[src/rtl/seg7_pkg.sv]
// seg7_pkg: shared hex-to-segment table and polarity helpers for the scan driver
package seg7_pkg;
  localparam logic [6:0] SEG_TABLE [16] = '{
    7'b0111111, 7'b0000110, 7'b1011011, 7'b1001111,
    7'b1100110, 7'b1101101, 7'b1111101, 7'b0000111,
    7'b1111111, 7'b1101111, 7'b1110111, 7'b1111100,
    7'b0111001, 7'b1011110, 7'b1111001, 7'b1110001
  };
  localparam logic [6:0] SEG_DARK_AH = 7'b0000000;
  function automatic logic [6:0] seg_drive(input logic [6:0] seg_ah, input logic active_low);
    return active_low ? ~seg_ah : seg_ah;
  endfunction
endpackage

[src/rtl/seg7_hex_enc.sv]
// seg7_hex_enc: combinational hex nibble to active-high {g..a} segment pattern
module seg7_hex_enc
  import seg7_pkg::*;
(
  input  logic [3:0] hex_i,
  output logic [6:0] seg_o
);
  assign seg_o = SEG_TABLE[hex_i];
endmodule

[src/rtl/seg7_scan_driver.sv]
// seg7_scan_driver: multiplexed hex display scanner with blanking, blink and leading-zero suppression
module seg7_scan_driver
  import seg7_pkg::*;
#(
  parameter int N_DIGITS       = 4,
  parameter int SCAN_DIV       = 50000,
  parameter int BLINK_FRAMES   = 64,
  parameter bit SEG_ACTIVE_LOW = 1'b1,
  parameter bit AN_ACTIVE_LOW  = 1'b1
) (
  input  logic                  clk,
  input  logic                  rst_n,
  input  logic                  load,
  input  logic [4*N_DIGITS-1:0] value,
  input  logic [N_DIGITS-1:0]   blank_mask,
  input  logic [N_DIGITS-1:0]   blink_mask,
  input  logic                  lz_en,
  output logic [6:0]            seg,
  output logic [N_DIGITS-1:0]   an,
  output logic                  frame_done
);
  localparam int IDX_W = N_DIGITS > 1 ? $clog2(N_DIGITS) : 1;
  localparam int PRE_W = $clog2(SCAN_DIV);
  localparam int BLK_W = BLINK_FRAMES > 1 ? $clog2(BLINK_FRAMES) : 1;
  localparam logic [IDX_W-1:0] IDX_LAST = IDX_W'(N_DIGITS - 1);
  localparam logic [PRE_W-1:0] PRE_LAST = PRE_W'(SCAN_DIV - 1);
  localparam logic [BLK_W-1:0] BLK_LAST = BLK_W'(BLINK_FRAMES - 1);
  localparam logic [6:0] SEG_OFF = seg_drive(SEG_DARK_AH, SEG_ACTIVE_LOW);
  localparam logic [N_DIGITS-1:0] AN_OFF = {N_DIGITS{AN_ACTIVE_LOW}};

  logic [4*N_DIGITS-1:0] value_q, value_d;
  logic [N_DIGITS-1:0]   blank_q, blank_d;
  logic [N_DIGITS-1:0]   blink_q, blink_d;
  logic                  lz_q, lz_d;
  logic [PRE_W-1:0]      pre_q, pre_d;
  logic [IDX_W-1:0]      idx_q, idx_d;
  logic [BLK_W-1:0]      blk_q, blk_d;
  logic                  phase_q, phase_d;
  logic [6:0]            seg_q, seg_d;
  logic [N_DIGITS-1:0]   an_q, an_d;
  logic                  fd_q, fd_d;
  logic                  tick, wrap, dark, zero_run;
  logic [N_DIGITS-1:0]   lz_sup, hot;
  logic [3:0]            nib;
  logic [6:0]            seg_ah;

  assign nib = value_q[{idx_q, 2'b00} +: 4];

  seg7_hex_enc u_enc (
    .hex_i(nib),
    .seg_o(seg_ah)
  );

  // Shadow capture plus prescaler, digit index and blink phase next-state
  always_comb begin
    value_d = load ? value : value_q;
    blank_d = load ? blank_mask : blank_q;
    blink_d = load ? blink_mask : blink_q;
    lz_d    = load ? lz_en : lz_q;
    tick    = pre_q == PRE_LAST;
    wrap    = tick && idx_q == IDX_LAST;
    pre_d   = tick ? '0 : pre_q + 1'b1;
    idx_d   = !tick ? idx_q : wrap ? '0 : idx_q + 1'b1;
    blk_d   = !wrap ? blk_q : blk_q == BLK_LAST ? '0 : blk_q + 1'b1;
    phase_d = (wrap && blk_q == BLK_LAST) ? !phase_q : phase_q;
    fd_d    = wrap;
  end

  // A digit is suppressed while every nibble from the top down to it is zero; digit 0 never is
  always_comb begin
    lz_sup   = '0;
    zero_run = 1'b1;
    for (int i = N_DIGITS - 1; i > 0; i--) begin
      zero_run  = zero_run & (value_q[4*i +: 4] == 4'h0);
      lz_sup[i] = lz_q & zero_run;
    end
  end

  // Drive pattern for the digit under the current index, dark digits fully off
  always_comb begin
    dark  = blank_q[idx_q] | (blink_q[idx_q] & ~phase_q) | lz_sup[idx_q];
    hot   = dark ? '0 : N_DIGITS'(1) << idx_q;
    seg_d = dark ? SEG_OFF : seg_drive(seg_ah, SEG_ACTIVE_LOW);
    an_d  = hot ^ AN_OFF;
  end

  // Shadow registers follow the load strobe
  always_ff @(posedge clk or negedge rst_n) begin
    if (!rst_n) begin
      value_q <= '0;
      blank_q <= '0;
      blink_q <= '0;
      lz_q    <= 1'b0;
    end else begin
      value_q <= value_d;
      blank_q <= blank_d;
      blink_q <= blink_d;
      lz_q    <= lz_d;
    end
  end

  // Scan timing: prescaler, digit index and blink frame counter
  always_ff @(posedge clk or negedge rst_n) begin
    if (!rst_n) begin
      pre_q   <= '0;
      idx_q   <= '0;
      blk_q   <= '0;
      phase_q <= 1'b1;
    end else begin
      pre_q   <= pre_d;
      idx_q   <= idx_d;
      blk_q   <= blk_d;
      phase_q <= phase_d;
    end
  end

  // Registered display outputs and end-of-frame pulse
  always_ff @(posedge clk or negedge rst_n) begin
    if (!rst_n) begin
      seg_q <= SEG_OFF;
      an_q  <= AN_OFF;
      fd_q  <= 1'b0;
    end else begin
      seg_q <= seg_d;
      an_q  <= an_d;
      fd_q  <= fd_d;
    end
  end

  assign seg        = seg_q;
  assign an         = an_q;
  assign frame_done = fd_q;
endmodule
[config.mk]
export PLATFORM = sky130hd
export DESIGN_NAME = seg7_scan_driver
export DESIGN_NICKNAME = d
export VERILOG_FILES = /design/src/rtl/seg7_pkg.sv /design/src/rtl/seg7_hex_enc.sv /design/src/rtl/seg7_scan_driver.sv
export SDC_FILE = /design/constraint.sdc
export NUM_CORES = 1
export LEC_CHECK = 0
export ABC_AREA = 0
export CAP_MARGIN = 20
export CORE_MARGIN = 2
export CORE_UTILIZATION = 45
export DETAILED_ROUTE_END_ITERATION = 10
export PLACE_DENSITY = 0.7
export SLEW_MARGIN = 25
export SYNTH_ARGS = -nofsm -noshare
export SYNTH_HDL_FRONTEND = slang
export SYNTH_SLANG_ARGS = --single-unit
[constraint.sdc]
create_clock -name clk -period 2.82 [get_ports clk]
set_input_delay 0.564 -clock clk [delete_from_list [all_inputs] [get_ports clk]]
set_output_delay 0.564 -clock clk [all_outputs]
set_load 0.005 [all_outputs]
==> results.yml <==
cells_and_area:
  fin_nets: 338
  area_growth_pct: 21.6
  final_layout_size_suffix_gt1_share_pct: 24.9
  final_cells: 381
  multi_input_area_sq_mm: 0.00143
  seq_area_sq_mm: 0.00157
  n_fill_cell: 572
  diodes: 0
pwr:
  vdd_drop_max_uv: 263
  intPower_mw: 1.54
  p_leak_nw: 1.62
  p_clk_share_pct: 38.3
  p_seq_share_pct: 49.3
  combPwrFrac_pct: 12.4
  power.switching_uw: 445
  switching_share_pct: 22.5
  p_per_area_mw_per_mm2: 530
placed_design:
  hpwl_microns: 4000
  dp_cells: 367
  routabilityCongestion: 0.864
  portBuffers: 39
routing:
  vias: 2025
  drc: 0
  finalWirelength_microns: 5550
  wl_per_cell_microns: 14.6
  antenna_left: 0
  first_pass_iters: 4
  vias_per_cell: 5.31
  drt-initial-drc-count: 81
critical_path:
  crit_path_top_delay_cell: "mux4_1"
  startpoint_type: "register"
  cp_slowest_stage_delay_ns: 0.73
  crit_fanout: 13
  cpMostUsedCell: "inv_1"
  crit_chain: "mux4_1, inv_1, ha_1, inv_1, a211oi_1, nor3_1, o21ai_1"
  cp-end-kind: "register"
  cp.depth: 7
  path_delay_family: "multiplexers"
  worst_ep_arrival_time_ns: 2.59
  critPathBufInv: 2
  critPathRequiredTime_ns: 3.07
  ff2ff_setup_slack_ns: 0.48
  reg2reg_depth: 7
  path_class: "register to register"
clock_network:
  clock_sinks: 62
  clkLatencyLatePin_ns: 0.33
  cts_tree: "done"
  post-cts-setup-buffer-count: 0
  cts-resized-gates: 0
  h-tree-depth: 3
  clk_pin_slew_ns: 0.07
  clk_path_buf_depth: 2
  hold_buffers: 0
  cts_made_buffers: 9
  cts_root_buf: "clkbuf_8"
hold_path:
  holdCritPathClass: "input pin to async pin"
yosys:
  yosysTopAreaCellShare_pct: 40.7
  yosysWarnings: 0
  ys_top_cells_by_area: "dfrtp_1 (41%), mux2_2 (11%), dfstp_2 (10%), ha_1 (4.9%), nand2_1 (3.1%)"
  synth_edf_count: 0
  syn_avg_cell_area_sq_um: 12.2
  synth_cells: 252
  yosysSeqAreaShare_pct: 50.9
  synth.distinct_cells: 49
  yosysTopAreaCell: "dfrtp_1"
  ys_async_sr_fraction_pct: 100
  synth_seq_cells: 62
  ys.flop_type: "dfrtp_1"
  synth_nets: 292
  syn-cell-area_sq_mm: 0.00308
floorplan:
  start_util_pct: 45.8
  num_rows: 30
  die_area_sq_mm: 0.00751
  fp.coreArea_sq_mm: 0.00672
  die_x_microns: 86.7
  ios: 40
  die_y_microns: 86.7
sta:
  final.min_clock_period_ns: 2.34
  slew_headroom_pct: 51.9
  max_clock_freq_mhz: 428
  maxSlewViolCount: 0
  setup_violations: 0
  period_share_pct: 82.9
  rsz0062_at_grt: "no"
  worstMarginPinSlew_ns: 0.721
  setup_tns_ns: 0
  final_hold_viol_count: 0
  fin_skew_ns: 0.00796
grt:
  grt_first_pass_wirelength_microns: 9750
  overflow: 0
  grt_pass1_vias: 1997
  gr-usage-all-layers_pct: 16.6
  grt_max_degree: 33
  antenna_found_initial: 0
status:
  status: "completed"
run:
  maxCapViolCount: 0
[registers in the layout (all words and copies together), names as in the netlist, 2 cells and up]
signal,cells
an,4
blk_q,6
seg,7
blink_q,4
pre_q,16
blank_q,4
idx_q,2
value_q,16
[layout make-up]
type	instances	share of cell area (%)
sequential	62	41.9
multi-input combinational	175	38.1
timing repair buffer	44	11.6
clock buffer	13	4.25
tap	80	2.68
clock inverter	1	0.803
inverter	6	0.602
[logic make-up after synthesis]
kind of cell / after synthesis / share of synthesized area [%]
buf+inv: 15 / 2.73
compound gates: 27 / 6.47
xor+xnor: 12 / 3.42
fa+ha+maj: 12 / 4.88
simple gates: 83 / 14.2
flops: 62 / 50.9
mux: 41 / 17.3
[routing by layer]
layer	track usage, %	part of all wire [%]	vias to the layer above
li1	-	-	994
met1	24.0	50	985
met2	24.2	45	36
met3	3.52	2.9	10
met4	6.82	1.8	0
met5	0	0	-
[cells in the final DEF (no fill, tap or decap), types with 2 or more instances in the layout]
cell and count:
dfstp_2 12, nand2_1 25, nor2_1 15, xor2_1 4
nor4_1 3, mux4_1 3, xnor2_1 8, mux2_2 31
dfrtp_1 50, clkbuf_1 2, inv_1 4, clkdlybuf4s50_1 38
o21ai_1 5, a21oi_1 6, mux2i_1 3, inv_2 2
and4_1 3, mux2_4 2, nor2b_1 3, ha_1 12
and3_1 3, clkbuf_8 11, buf_4 4, nor3_1 3
nand3_1 13, nand4_1 4, nand2b_1 4, o211a_1 3
o21ai_0 3
[cells in the mapped netlist, types with 4 or more instances]
| library cell | instances |
|---|---|
| nand2_1 | 25 |
| o21ai_1 | 5 |
| nand2b_1 | 4 |
| mux2_2 | 31 |
| nand3_1 | 13 |
| inv_1 | 4 |
| ha_1 | 12 |
| a21oi_1 | 6 |
| nor2_1 | 15 |
| dfrtp_1 | 50 |
| nand4_1 | 4 |
| xor2_1 | 4 |
| dfstp_2 | 12 |
| xnor2_1 | 8 |
[final timing paths]
path	from	endpoint
worst max-delay path	idx_q[0]	seg[0]
worst min-delay path	rst_n	value_q[14]
worst max register to register	idx_q[0]	seg[0]
worst min register to register	pre_q[15]	pre_q[15]
max in group asynchronous	rst_n	an[2]
min in group clk	pre_q[15]	pre_q[15]
[metrics by stage]
stage	hold slack [ns]	setup WS [ns]	instance area, sq um	total power, mW	util, %
CTS	0.310	0.520	3740	2.00	55.6
global route	0.360	0.369	3740	2.07	55.6
finish	0.288	0.481	3740	1.98	55.6
detailed placement	0.464	0.541	3550	1.24	52.8
floorplan	0.268	0.817	3080	1.12	-
global placement	0.462	0.608	3550	1.23	52.8
[power by group through the flow]
stage / combinational, mW / clock, mW / sequential (mW)
2_1_floorplan: 0.139 / 0 / 0.983
3_3_place_gp: 0.241 / 0 / 0.991
3_5_place_dp: 0.247 / 0 / 0.992
4_1_cts: 0.248 / 0.777 / 0.977
5_1_grt: 0.270 / 0.822 / 0.982
6_report: 0.245 / 0.760 / 0.977
[worst register-to-register path, delay by kind of cell, from the launching register on]
family	cells	cell delay [ns]
AND/OR/NAND/NOR	1	0.09
buffers and inverters	2	0.24
multiplexers	1	0.74
AO/OA/AOI/OAI	2	0.34
adder cells (fa/ha/maj)	1	0.23
flip-flops	1	0.64
(Power assumes the default switching activity.)
